File: src/rtl/multicycle_sequencer.sv
// Multi-cycle FETCH/DECODE/EXEC/MEM/WB sequencer for the ZINDAN-1 core.
// Arbitrates the single-port memory between fetch and data access and drives datapath enables.
module multicycle_sequencer #(
  parameter int unsigned MEM_TIMEOUT = 15
) (
  input  logic        clk,
  input  logic        rst_n,
  input  logic        start_i,
  input  logic [6:0]  opcode_i,
  input  logic        mem_ready_i,
  output logic        mem_req_o,
  output logic        mem_we_o,
  output logic        mem_sel_data_o,
  output logic        ir_load_o,
  output logic        pc_inc_o,
  output logic [1:0]  alu_op_o,
  output logic        alu_src_o,
  output logic        mem_to_reg_o,
  output logic        reg_write_o,
  output logic        illegal_o,
  output logic        halted_o,
  output logic        fault_o,
  output logic [2:0]  state_o,
  output logic [15:0] instr_count_o
);

  typedef enum logic [2:0] {
    StIdle   = 3'd0,
    StFetch  = 3'd1,
    StDecode = 3'd2,
    StExec   = 3'd3,
    StMem    = 3'd4,
    StWb     = 3'd5,
    StHalt   = 3'd6,
    StFault  = 3'd7
  } state_e;

  typedef enum logic [1:0] {
    ClsR  = 2'd0,
    ClsLd = 2'd1,
    ClsSt = 2'd2
  } cls_e;

  localparam logic [6:0] OpR    = 7'b0110011;
  localparam logic [6:0] OpLd   = 7'b0000011;
  localparam logic [6:0] OpSt   = 7'b0100011;
  localparam logic [6:0] OpHalt = 7'b1111111;

  localparam int unsigned WaitW = (MEM_TIMEOUT > 1) ? $clog2(MEM_TIMEOUT) : 1;
  localparam logic [WaitW-1:0] WaitLimit = WaitW'(MEM_TIMEOUT - 1);

  state_e            state_q, state_d;
  cls_e              cls_q, cls_d;
  logic [WaitW-1:0]  wait_q, wait_d;
  logic [15:0]       count_q, count_d;
  logic              start_ok_q;

  logic op_r, op_ld, op_st, op_halt, op_legal;
  logic mem_phase, mem_wait, timeout;

  assign op_r     = (opcode_i == OpR);
  assign op_ld    = (opcode_i == OpLd);
  assign op_st    = (opcode_i == OpSt);
  assign op_halt  = (opcode_i == OpHalt);
  assign op_legal = op_r | op_ld | op_st | op_halt;

  assign mem_phase = (state_q == StFetch) || (state_q == StMem);
  assign mem_wait  = mem_phase && !mem_ready_i;
  // Counter sits at the limit on the last tolerated cycle; one more miss faults.
  assign timeout   = mem_wait && (wait_q == WaitLimit);

  always_ff @(posedge clk or negedge rst_n) begin
    if (!rst_n) begin
      state_q    <= StIdle;
      cls_q      <= ClsR;
      wait_q     <= '0;
      count_q    <= '0;
      start_ok_q <= 1'b0;
    end else begin
      state_q    <= state_d;
      cls_q      <= cls_d;
      wait_q     <= wait_d;
      count_q    <= count_d;
      start_ok_q <= 1'b1;
    end
  end

  always_comb begin
    state_d = state_q;
    cls_d   = cls_q;
    count_d = count_q;
    unique case (state_q)
      // start on the first edge after reset release is deliberately ignored
      StIdle:   if (start_i && start_ok_q) state_d = StFetch;
      StFetch: begin
        if (mem_ready_i)  state_d = StDecode;
        else if (timeout) state_d = StFault;
      end
      StDecode: begin
        if (op_r) begin
          cls_d   = ClsR;
          state_d = StExec;
        end else if (op_ld) begin
          cls_d   = ClsLd;
          state_d = StExec;
        end else if (op_st) begin
          cls_d   = ClsSt;
          state_d = StExec;
        end else if (op_halt) begin
          state_d = StHalt;
        end else begin
          state_d = StFetch;
        end
      end
      StExec:   state_d = (cls_q == ClsR) ? StWb : StMem;
      StMem: begin
        if (mem_ready_i) begin
          if (cls_q == ClsSt) begin
            state_d = StFetch;
            count_d = count_q + 16'd1;
          end else begin
            state_d = StWb;
          end
        end else if (timeout) begin
          state_d = StFault;
        end
      end
      StWb: begin
        state_d = StFetch;
        count_d = count_q + 16'd1;
      end
      StHalt:   state_d = StHalt;
      StFault:  state_d = StFault;
    endcase
  end

  // Any state change clears the wait counter, which covers every entry to FETCH and MEM.
  always_comb begin
    wait_d = wait_q;
    if (state_d != state_q) begin
      wait_d = '0;
    end else if (mem_wait) begin
      wait_d = wait_q + 1'b1;
    end
  end

  always_comb begin
    mem_req_o      = 1'b0;
    mem_we_o       = 1'b0;
    mem_sel_data_o = 1'b0;
    ir_load_o      = 1'b0;
    pc_inc_o       = 1'b0;
    alu_op_o       = 2'b00;
    alu_src_o      = 1'b0;
    mem_to_reg_o   = 1'b0;
    reg_write_o    = 1'b0;
    illegal_o      = 1'b0;
    halted_o       = 1'b0;
    fault_o        = 1'b0;
    unique case (state_q)
      StFetch: begin
        mem_req_o = 1'b1;
        ir_load_o = mem_ready_i;
        pc_inc_o  = mem_ready_i;
      end
      StDecode: illegal_o = !op_legal;
      StExec: begin
        alu_op_o  = (cls_q == ClsR) ? 2'b10 : 2'b00;
        alu_src_o = (cls_q != ClsR);
      end
      StMem: begin
        mem_req_o      = 1'b1;
        mem_sel_data_o = 1'b1;
        mem_we_o       = (cls_q == ClsSt);
        alu_op_o       = (cls_q == ClsR) ? 2'b10 : 2'b00;
        alu_src_o      = (cls_q != ClsR);
      end
      StWb: begin
        reg_write_o  = 1'b1;
        mem_to_reg_o = (cls_q == ClsLd);
        alu_op_o     = (cls_q == ClsR) ? 2'b10 : 2'b00;
        alu_src_o    = (cls_q != ClsR);
      end
      StHalt:  halted_o = 1'b1;
      StFault: fault_o  = 1'b1;
      default: ;
    endcase
  end

  assign state_o       = state_q;
  assign instr_count_o = count_q;

endmodule

File: config.mk
export PLATFORM = sky130hd
export DESIGN_NAME = multicycle_sequencer
export DESIGN_NICKNAME = d
export VERILOG_FILES = /design/src/rtl/multicycle_sequencer.sv
export SDC_FILE = /design/constraint.sdc
export NUM_CORES = 1
export LEC_CHECK = 0
export BUFFER_PORTS_ARGS = -buffer_cell sky130_fd_sc_hd__buf_2
export CAP_MARGIN = 20
export CORE_ASPECT_RATIO = 0.5
export CORE_UTILIZATION = 45
export CTS_BUF_LIST = sky130_fd_sc_hd__clkbuf_2
export CTS_CLUSTER_SIZE = 24
export DETAILED_ROUTE_END_ITERATION = 7
export PLACE_DENSITY = 0.68
export SYNTH_ARGS = -nofsm -noshare
export SYNTH_HDL_FRONTEND = slang
export SYNTH_SLANG_ARGS = --single-unit
File: constraint.sdc
create_clock -name clk -period 2.7 [get_ports clk]
set_input_delay 0.405 -clock clk [delete_from_list [all_inputs] [get_ports clk]]
set_output_delay 0.405 -clock clk [all_outputs]
set_load 0.02 [all_outputs]
---- Word level (Yosys, flattened, before mapping) ----
Index checks and enable logic that the tools add are counted.
cells by class
  add/subtract/negate cells ............... 2
  $mul .................................... 0
  divide/modulo/power cells ............... 0
  order comparisons ....................... 0
  equality and inequality tests ........... 17
  shift operators ......................... 0
  mux-type cells .......................... 31
  bitwise operators ....................... 3
  reduce and logical (&&, ||, !) cells .... 16
operators by type and width
  operator                                                          count
  16-bit two-way mux                                                2
  16-bit case mux with 2 select lines                               1
  3-bit two-way mux                                                 9
  3-bit case mux with 8 select lines                                1
  16-bit by 1-bit adder with 16-bit output (second input constant)  1
  7-bit by 6-bit == test with 1-bit output (second input constant)  2
  3-bit == test (second input constant)                             4
  1-bit two-way mux                                                 11
  2-bit two-way mux                                                 5
  4-bit two-way mux                                                 2
  7-bit by 2-bit == test with 1-bit output (second input constant)  1
  7-bit == test (second input constant)                             1
  3-bit by 2-bit == test with 1-bit output (second input constant)  2
  2-bit nonzero test                                                3
  4-bit by 1-bit adder with 4-bit output (second input constant)    1
  4-bit == test (second input constant)                             1
  3-bit by 1-bit == test with 1-bit output (second input constant)  1
  1-bit logical AND                                                 3
  3-bit logical NOT                                                 1
  3-bit inequality test                                             1
  1-bit bitwise OR                                                  3
  3-bit AND reduction                                               1
  3-bit nonzero test                                                1
  3-bit OR reduction                                                1
  other kinds (9)                                                   10
storage, ports and cells
  flip-flop bits (word level) ............. 26
  bits in latches ......................... 0
  memory bits (writable) .................. 0
  ROM bits ................................ 0
  input port bits ......................... 11
  output and inout port bits .............. 32
  logic and storage cells ................. 74
  memories kept ........................... 0

---- Longest topological paths before layout ----
Gate-level depths: netlist (run 1).
  depth in word-level cells ............... 9
  gate-level depth with buffers ........... 6
  depth with buffers taken out ............ 6

---- Worst setup path before layout (run 1) ----
Ideal clock, no wire load.
  path kind ............................... flip-flop to output port
  start ................................... register state_q[1], in the netlist state_o[1]
  end ..................................... output port mem_we_o
  arrival ................................. 1.671 ns
  required time ........................... 2.295 ns
  setup slack ............................. 0.624 ns
  cell stages (with the launch flop) ...... 4
  path through ............................ dfrtp_1 -> clkbuf_1 -> clkbuf_1 -> nor4b_1
on the way
  longest elaborated chain between the ends .. 2
RTL lines
  element                 RTL line  text
  start, declared         52        state_e state_q, state_d;
  start signal, assigned  74        state_q <= StIdle;
  start signal, assigned  80        state_q <= state_d;
  3-bit == test           160       unique case (state_q)
  1-bit two-way mux       160
  end, declared           12        output logic mem_we_o,
No other way between the ends.

---- Worst setup path after layout (run 1) ----
  start ................................... register state_q[0], in the netlist state_o[0]
  end ..................................... output port pc_inc_o
on the way
  longest elaborated chain between the ends .. 2
RTL lines
  element                                   RTL line  text
  3-bit by 1-bit == test with 1-bit output  160
  1-bit two-way mux                         160
  end, declared                             15        output logic pc_inc_o,
No other way between the ends.

==> results of run 1 <==
[power groups by stage]
stage | registers, W | clock network, W | logic, W
2_1_floorplan | 0.000615 | 0 | 0.000469
3_3_place_gp | 0.000619 | 0 | 0.000656
3_5_place_dp | 0.000623 | 0 | 0.000655
4_1_cts | 0.000615 | 0.000251 | 0.000661
5_1_grt | 0.000642 | 0.000265 | 0.000733
6_report | 0.000616 | 0.000242 | 0.000658
[registers in the layout (all words and copies together) (netlist names)]
name / cells
state_o: 3
wait_q: 4
start_ok_q: 1
instr_count_o: 16
cls_q: 2
[per-layer routing]
layer / share of wire / up-vias
met5: 0 / -
met4: 0.0034 / 0
met3: 0.049 / 2
met2: 0.44 / 37
met1: 0.51 / 567
li1: - / 613
[final cells by class]
class,count,area share
multi-input combinational,115,0.4414
clock buffer,3,0.008627
inverter,3,0.006470
sequential,26,0.3738
tap,40,0.02876
timing repair buffer,42,0.1237
clock inverter,1,0.01725
[timing repair]
item	CTS	global route
hold buffers	1	0
resized for setup	0	0
buffers inserted	0	0
endpoints found under the hold margin	15	0
[metrics by stage]
| step | cells | util | hold slack (ns) | instance area (um2) | setup slack [ns] |
|---|---|---|---|---|---|
| after floorplan | 150 | - | 0.1094 | 1461 | 0.6236 |
| after detailed placement | 225 | 0.5530 | 0.4314 | 1685 | 0.8791 |
| final | 230 | 0.5710 | 0.4287 | 1740 | 0.4496 |
| after CTS | 230 | 0.5710 | 0.4029 | 1740 | 0.4424 |
| after global routing | 230 | 0.5710 | 0.3889 | 1740 | 0.1943 |
| after global placement | 225 | 0.5530 | 0.4329 | 1685 | 0.9453 |
[cells in the final DEF, fill, tap and decap left out, types with 3 or more instances in the layout]
master,count
nand3_1,6
and2_1,3
buf_2,41
nor2b_1,4
xnor2_1,16
nor2_1,14
a221o_1,3
a21oi_1,5
and3_1,4
clkbuf_2,3
ha_1,3
nand4_1,10
nand2b_1,4
nor3_1,4
nand2_1,8
dfrtp_1,26
o21ai_0,3
xor2_1,3
[path summary, 6_finish.rpt]
| check | startpoint | to |
|---|---|---|
| setup / recovery | state_o[0] | pc_inc_o |
| hold / removal | start_i | state_o[0] |
| setup reg to reg | state_o[1] | wait_q[1] |
| hold reg to reg | instr_count_o[12] | instr_count_o[12] |
| max in group asynchronous | rst_n | instr_count_o[12] |
| min in group asynchronous | rst_n | cls_q[1] |
[critical path, cell delays in order (launching register included)]
cell and delay, ns:
dfrtp_1 0.66, nand2b_1 0.22, nor3b_1 0.37, buf_2 0.23
[kinds of logic after synthesis]
group | after synthesis
AOI/OAI and AO/OA | 20
adders and majority gates | 3
muxes | 2
DFF | 26
and+or+nand+nor | 69
buffers and inverters | 9
other | 2
xor gates and xnor gates | 19
==> impl_metrics.ini, run 1 <==
[outcome]
outcome = completed

[cts]
clkTransAtPathRegs_ns = 0.24
numCtsBuffers = 3
clk_path_buf_depth = 2
clock_latency_ns = 0.36
cts_tree = yes
clock-sinks = 26
cts-root-buf = clkbuf_2
htreeDepth = 1

[pwr]
power.internal_w = 0.0008463
p_leak_nw = 0.8508
p_sw_w = 0.0006696
power_density_mw_per_mm2 = 871.0
pwr-share-comb = 0.434
peakVddDrop_v = 0.0005485
power_frac_clock = 0.159
seqPwrFrac = 0.406
total_power_w = 0.001516
switching_share = 0.4417

[route]
first_pass_iters = 4
routedWlPerCell_um = 12.77
num_vias = 1219
wirelength_um = 2938
viasPerCell = 5.300
ant_nets = 0
drc_errors = 0
dr.first_iter.drc_count = 21

[global_route]
use_met2 = 0.2975
grt.busiest_layer = met2
antenna_found_initial = 0
grt_usage = 0.1850
globalRouteMet3Util = 0.04565
grt_overflow = 0
grt_start_max_net_pins = 27
grt_util_met1 = 0.2557
grt_pass1_vias = 1056
grt_pass1_wl_um = 4823

[timing]
finalSetupViolations = 0
fin_tns_setup_ns = 0
timing.final.crit_share = 0.8335
final-hold-violation-count = 0
rsz0062_at_grt = no
worst_pin_slew_ns = 0.6009
skew_ns = 0.009647
fmax_ghz = 0.4444
slew_violations = 0
relSlewSlack = 0.5994
post-route-min-period_ns = 2.250

[final_layout]
diodes = 0
regArea_um2 = 650.6
fillCellCount = 279
area_growth_pct = 19.09
multi_input_area_um2 = 768.2
drive_gt1_frac = 0.2579
nets = 205

[worst_hold_path]
min_path_type = input pin to register
min_delay_path_depth = 3

[worst_setup_path]
cp.arrival_ns = 1.85
cp-end-kind = output pin
critical_path_required_ns = 2.30
reg2reg_slack_ns = 0.83
setup.worst_path.class = register to output pin
crit_fanout = 16
cp-start-kind = register
reg2regPathDepth = 5

[die]
die_h_um = 42.30
fp-row-count = 14
die_width_um = 82.59
die-area_mm2 = 0.003493
initial_core_util = 0.4795
pin_count = 43
coreArea_mm2 = 0.003048

[yosys]
syn_nets = 164
synthXorXnorAreaFrac = 0.1139
synthDistinctLibCells = 41
async_reset_ff_frac = 1.000
synth_top_cell_by_area = dfrtp_1
yosys.area.top_type_share = 0.4452
ys_seq_area_frac = 0.4452
synth_cells = 150
yosysWarnings = 0
synth.cell_area_mm2 = 0.001461
synthMuxAreaShare = 0.01541
ys_seq_elements = 26
yosysMostFrequentCell = dfrtp_1
yosys.area_share.adder = 0.02568
synth_edf_count = 0
synthTopCellsByArea = dfrtp_1 (45%), xnor2_1 (9.6%), nand4_1 (4.3%), nor2_1 (3.6%), ha_1 (2.6%)
synth.avg_cell_area_um2 = 9.743
synth-simple-area-share = 0.2688
synthTopCellsByCount = dfrtp_1 (26), xnor2_1 (16), nor2_1 (14)
synth_ff_type = dfrtp_1
synth_compound_area_frac = 0.09675
synth_top_family_by_area = simple AND/OR/NAND/NOR gates

[place]
port_buffers = 41
hpwlAfterDp_um = 2131
place.gp.congestion = 0.7627

[flow_run]
maxCapViolCount = 0
Power figures use the tool's default switching activity.
==> run 2, diff against run 1 <==
--- a/config.mk
+++ b/config.mk
@@ -5,6 +5,7 @@
 export SDC_FILE = /design/constraint.sdc
 export NUM_CORES = 1
 export LEC_CHECK = 0
+export ABC_AREA = 1
 export BUFFER_PORTS_ARGS = -buffer_cell sky130_fd_sc_hd__buf_2
 export CAP_MARGIN = 20
 export CORE_ASPECT_RATIO = 0.5
@@ -12,7 +13,7 @@
 export CTS_BUF_LIST = sky130_fd_sc_hd__clkbuf_2
 export CTS_CLUSTER_SIZE = 24
 export DETAILED_ROUTE_END_ITERATION = 7
-export PLACE_DENSITY = 0.68
+export PLACE_DENSITY = 0.7
 export SYNTH_ARGS = -nofsm -noshare
 export SYNTH_HDL_FRONTEND = slang
 export SYNTH_SLANG_ARGS = --single-unit
==> constraint.sdc (replaced) <==
create_clock -name clk -period 2 [get_ports clk]
set_input_delay 0.3 -clock clk [delete_from_list [all_inputs] [get_ports clk]]
set_output_delay 0.3 -clock clk [all_outputs]
set_load 0.02 [all_outputs]
==> run 2 against run 1 <==
Wire length is 16% higher; worst hold slack worse by 0.24 ns; area after synthesis is 11% higher; final cell count is 33% higher; global-route usage is 0.89 points higher; die area is 10% higher; highest routed layer unchanged.
==> impl_metrics.ini, run 2 <==
[timing]
worst_pin_slew_ns = 0.5764
skew_ns = 0.01947
finalSetupViolations = 0
fmax_ghz = 0.5346
slew_violations = 0
timing.final.crit_share = 0.9352
final-hold-violation-count = 0
rsz0062_at_grt = no
post-route-min-period_ns = 1.870
whs_ns = 0.1895
relSlewSlack = 0.6157
fin_tns_setup_ns = 0

[yosys]
async_reset_ff_frac = 1.000
synth.cell_area_mm2 = 0.001617
yosysWarnings = 0
synth_cells = 214
synthTopCellsByArea = dfrtp_1 (40%), nand2_1 (13%), xor2_1 (7.0%), nor2_1 (5.8%), inv_1 (5.6%)
syn_nets = 228
synth_top_cell_by_area = dfrtp_1
synth_edf_count = 0
yosysMostFrequentCell = nand2_1
synth_ff_type = dfrtp_1
ys_seq_area_frac = 0.4025
synth.avg_cell_area_um2 = 7.554
synthDistinctLibCells = 25
synthTopCellsByCount = nand2_1 (54), dfrtp_1 (26), nor2_1 (25)
ys_seq_elements = 26
yosys.area.top_type_share = 0.4025

[final_layout]
multi_input_area_um2 = 844.6
fin_area_mm2 = 0.001926
fin_cells = 306
diodes = 0
drive_gt1_frac = 0.2558
largest_reg_flops = 16
fillCellCount = 306
mostFrequentLayoutCells = nand2_1 (54), buf_2 (41), dfrtp_1 (25)
regArea_um2 = 651.9
area_growth_pct = 19.12
final_common_cell = nand2_1
nets = 273

[die]
coreArea_mm2 = 0.003206
die_h_um = 44.38
fp-row-count = 14
pin_count = 43
die-area_mm2 = 0.003850
initial_core_util = 0.5043
die_width_um = 86.76

[place]
place.gp.congestion = 0.8010
hpwlAfterDp_um = 2679
placed_area_mm2 = 0.001867
port_buffers = 41
placed_cells = 301

[worst_setup_path]
cp_slowest_cell = dfrtp_1
max_stage_delay_ns = 0.53
reg2regPathDepth = 6
crit_fanout = 8
cp.arrival_ns = 1.57
critical_path_required_ns = 1.70
crit_chain = inv_2 -> nand3_1 -> nor3_1 -> buf_2
setup.worst_path.class = register to output pin
cp-end-kind = output pin
crit_start = state_o[1]
cp-start-kind = register
r2r_start = state_o[1]

[route]
routedWlPerCell_um = 11.14
num_vias = 1459
viasPerCell = 4.768
dr.first_iter.drc_count = 60
ant_nets = 0
drc_errors = 0
wirelength_um = 3410
first_pass_iters = 4

[cts]
clkTransAtPathRegs_ns = 0.26
htreeDepth = 1
cts-root-buf = clkbuf_2
cts_tree = yes
numCtsBuffers = 3
clk_path_buf_depth = 2
clock_latency_ns = 0.37
clock-sinks = 26
postCtsSetupBuffers = 0

[global_route]
grt_overflow = 0
grt_start_max_net_pins = 27
antenna_found_initial = 0
grt_usage = 0.1939
grt_pass1_wl_um = 5630
grt_pass1_vias = 1351

[outcome]
outcome = completed

[pwr]
peakVddDrop_v = 0.0005317
p_leak_nw = 1.042
total_power_w = 0.002217
power_density_mw_per_mm2 = 1152

[worst_hold_path]
min_delay_path_depth = 3
min_path_type = input pin to register
hold_start = opcode_i[6]

[flow_run]
maxCapViolCount = 0
==> run 2: kinds of logic after synthesis <==
| group | after synthesis | synth area share |
|---|---|---|
| buffers and inverters | 30 | 0.07663 |
| XOR/XNOR | 17 | 0.09210 |
| AO/OA/AOI/OAI | 18 | 0.06270 |
| adder cells (fa/ha/maj) | 3 | 0.02322 |
| flip-flops | 26 | 0.4025 |
| other | 2 | 0.004646 |
| AND/OR/NAND/NOR | 118 | 0.3382 |
==> run 2: timing repair <==
action	in CTS	in global routing
hold buffers	1	0
resized for setup	0	2
endpoints found under the hold margin	26	0
setup endpoints to repair	0	2
==> run 2: stage by stage <==
stage / utilization / setup slack (ns)
final: 0.6007 / 0.1295
after global routing: 0.6007 / 0.008287
after global placement: 0.5824 / 0.4485
after detailed placement: 0.5824 / 0.4073
after floorplan: - / 0.3153
after CTS: 0.5995 / 0.05657
==> run 2: cell type report <==
class                      count  share of cell area
multi-input combinational    158              0.4386
inverter                      27             0.05263
sequential                    26              0.3385
clock inverter                 1             0.01559
clock buffer                   3            0.007797
tap                           48             0.03119
timing repair buffer          43              0.1157
==> run 2: layer usage <==
| layer | vias to the layer above | part of all wire | track usage |
|---|---|---|---|
| met4 | 0 | 0.013 | 0.06000 |
| met5 | - | 0 | 0 |
| li1 | 764 | - | - |
| met1 | 662 | 0.49 | 0.2440 |
| met3 | 4 | 0.035 | 0.04851 |
| met2 | 29 | 0.46 | 0.3381 |
==> run 2: path summary, 6_finish.rpt <==
path,end,slack (ns)
min reg2reg,instr_count_o[2],0.53
min in group asynchronous,instr_count_o[5],0.41
min,cls_q[1],0.19
max reg2reg,instr_count_o[3],0.33
max in group asynchronous,state_o[2],1.19
max,mem_to_reg_o,0.13
==> run 2: power by group <==
group	switching (W)	internal [W]
registers	0.000164	0.000657
logic	0.000723	0.000336
clock network	0.000165	0.000172
==> run 2: critical path, delay by kind of cell (launching register included) <==
kind | cells | cell delay, ns
DFF | 1 | 0.53
and+or+nand+nor | 2 | 0.34
buffers and inverters | 2 | 0.32
==> run 3, diff against run 2 <==
--- a/config.mk
+++ b/config.mk
@@ -9,6 +9,7 @@
 export BUFFER_PORTS_ARGS = -buffer_cell sky130_fd_sc_hd__buf_2
 export CAP_MARGIN = 20
 export CORE_ASPECT_RATIO = 0.5
+export CORE_MARGIN = 5
 export CORE_UTILIZATION = 45
 export CTS_BUF_LIST = sky130_fd_sc_hd__clkbuf_2
 export CTS_CLUSTER_SIZE = 24
==> run 3 against run 2 <==
Design area down 1.6%; core utilization decreased by 5.2 points; count of clock-buffer cells in the layout unchanged; final cell count up 0.65%; sequential cell count unchanged; critical path depth stayed put; total power down 6.9%; combinational power barely moved; clock skew decreased by 0.010 ns; first-iteration DRC count decreased by 6.7%; die area is 29% higher; critical path type unchanged; largest cell class unchanged; largest power group unchanged.
==> impl_metrics.ini, run 3 (synthesis results as in run 2) <==
[route]
num_vias = 1485
wirelength_um = 3575
routedWlPerCell_um = 11.61
ant_nets = 0
drc_errors = 0
first_pass_iters = 4
viasPerCell = 4.821
dr.first_iter.drc_count = 56

[die]
die_width_um = 94.76
die-area_mm2 = 0.004964
die_h_um = 52.38
coreArea_mm2 = 0.003453
fp-row-count = 15
pin_count = 43
initial_core_util = 0.4681

[worst_hold_path]
min_path_type = input pin to register
min_delay_path_depth = 3

[place]
placed_cells = 304
port_buffers = 41
place.gp.congestion = 0.9128
hpwlAfterDp_um = 2865

[outcome]
outcome = completed

[worst_setup_path]
setup.worst_path.class = register to output pin
critical_path_required_ns = 1.70
crit_fanout = 8
crit_cells = 4
crit_chain = inv_2 -> nand3_2 -> nor2_1 -> buf_2
cp-end-kind = output pin
cp-start-kind = register
cp_slowest_cell = dfrtp_1
cp.arrival_ns = 1.56
max_stage_delay_ns = 0.50
critPathBufInv = 2
reg2regPathDepth = 6
cp_top_family = flip-flops

[timing]
skew_ns = 0.009291
final-hold-violation-count = 0
post-route-min-period_ns = 1.863
relSlewSlack = 0.6170
fin_tns_setup_ns = 0
finalSetupViolations = 0
fmax_ghz = 0.5367
rsz0062_at_grt = no
slew_violations = 0
timing.final.crit_share = 0.9317
worst_pin_slew_ns = 0.5745

[global_route]
grt_usage = 0.1593
grt_overflow = 0
antenna_found_initial = 0
grt_pass1_vias = 1431
grt_start_max_net_pins = 27
grt_pass1_wl_um = 6279

[pwr]
p_leak_nw = 1.029
peakVddDrop_v = 0.0005689
power_density_mw_per_mm2 = 1090

[cts]
cts.repair.resized = 0
hold_buffers = 1
htreeDepth = 1
cts_tree = yes
clkTransAtPathRegs_ns = 0.22
numCtsBuffers = 3
postCtsSetupBuffers = 0
clock-sinks = 26
cts-root-buf = clkbuf_2
clk_path_buf_depth = 2
clock_latency_ns = 0.34

[final_layout]
nets = 273
mostFrequentLayoutCells = nand2_1 (54), buf_2 (41), dfrtp_1 (26)
drive_gt1_frac = 0.2451
largest_reg_flops = 16
fin_cells = 308
final_common_cell = nand2_1
area_growth_pct = 17.26
diodes = 0

[flow_run]
maxCapViolCount = 0
[run 3: cell count changes in the layout (fill, tap and decap cells not counted), sizes merged]
cell | before | now
bufinv | 1 | 0
[run 3: final cells by class]
cell class	count	area [um2]
Fill cell	351	1558
Multi-Input combinational cell	158	842.1
Sequential cell	26	650.6
Timing Repair Buffer	43	222.7
Inverter	27	101.3
Tap cell	51	63.81
Clock buffer	3	15.01
[run 3: power breakdown]
part / internal, W / total (W) / switching (W) / leakage, nW
combinational: 0.000335 / 0.00106 / 0.000724 / 0.684
clock: 0.0000408 / 0.000188 / 0.000148 / 0.0125
sequential: 0.000656 / 0.000817 / 0.000162 / 0.333
total: 0.00103 / 0.00207 / 0.00103 / 1.03
[run 3: path summary, 6_finish.rpt]
check	startpoint	end	slack [ns]
setup / recovery	state_o[2]	ir_load_o	0.14
hold / removal	opcode_i[6]	cls_q[1]	0.24
setup reg to reg	state_o[1]	instr_count_o[3]	0.29
max in group asynchronous	rst_n	state_o[1]	1.16
min in group asynchronous	rst_n	instr_count_o[4]	0.45
hold reg to reg	instr_count_o[2]	instr_count_o[2]	0.54
[run 3: worst min-delay path: stages]
cell	delay, ns
buf_2	0.11
o21ai_0	0.09
nand2_1	0.06
[run 3: routing by layer]
metal / GRT usage / wire, um
met5: 0 / 0
met4: 0.04067 / 28
met3: 0.02869 / 224
met2: 0.2917 / 1652
met1: 0.1954 / 1669
[run 3: through the flow]
| stage | setup slack [ns] | area [um2] | total power (W) | hold slack (ns) | util |
|---|---|---|---|---|---|
| 3_5_place_dp | 0.3103 | 1871 | 0.001895 | 0.3398 | 0.5417 |
| 3_3_place_gp | 0.3934 | 1871 | 0.001877 | 0.3283 | 0.5417 |
| 6_report | 0.1367 | 1896 | 0.002066 | 0.2447 | 0.5489 |
| 4_1_cts | 0.1128 | 1896 | 0.002089 | 0.2409 | 0.5489 |
| 5_1_grt | 0.007099 | 1896 | 0.002253 | 0.2309 | 0.5489 |
| 2_1_floorplan | 0.3153 | 1617 | 0.001573 | 0.004409 | - |
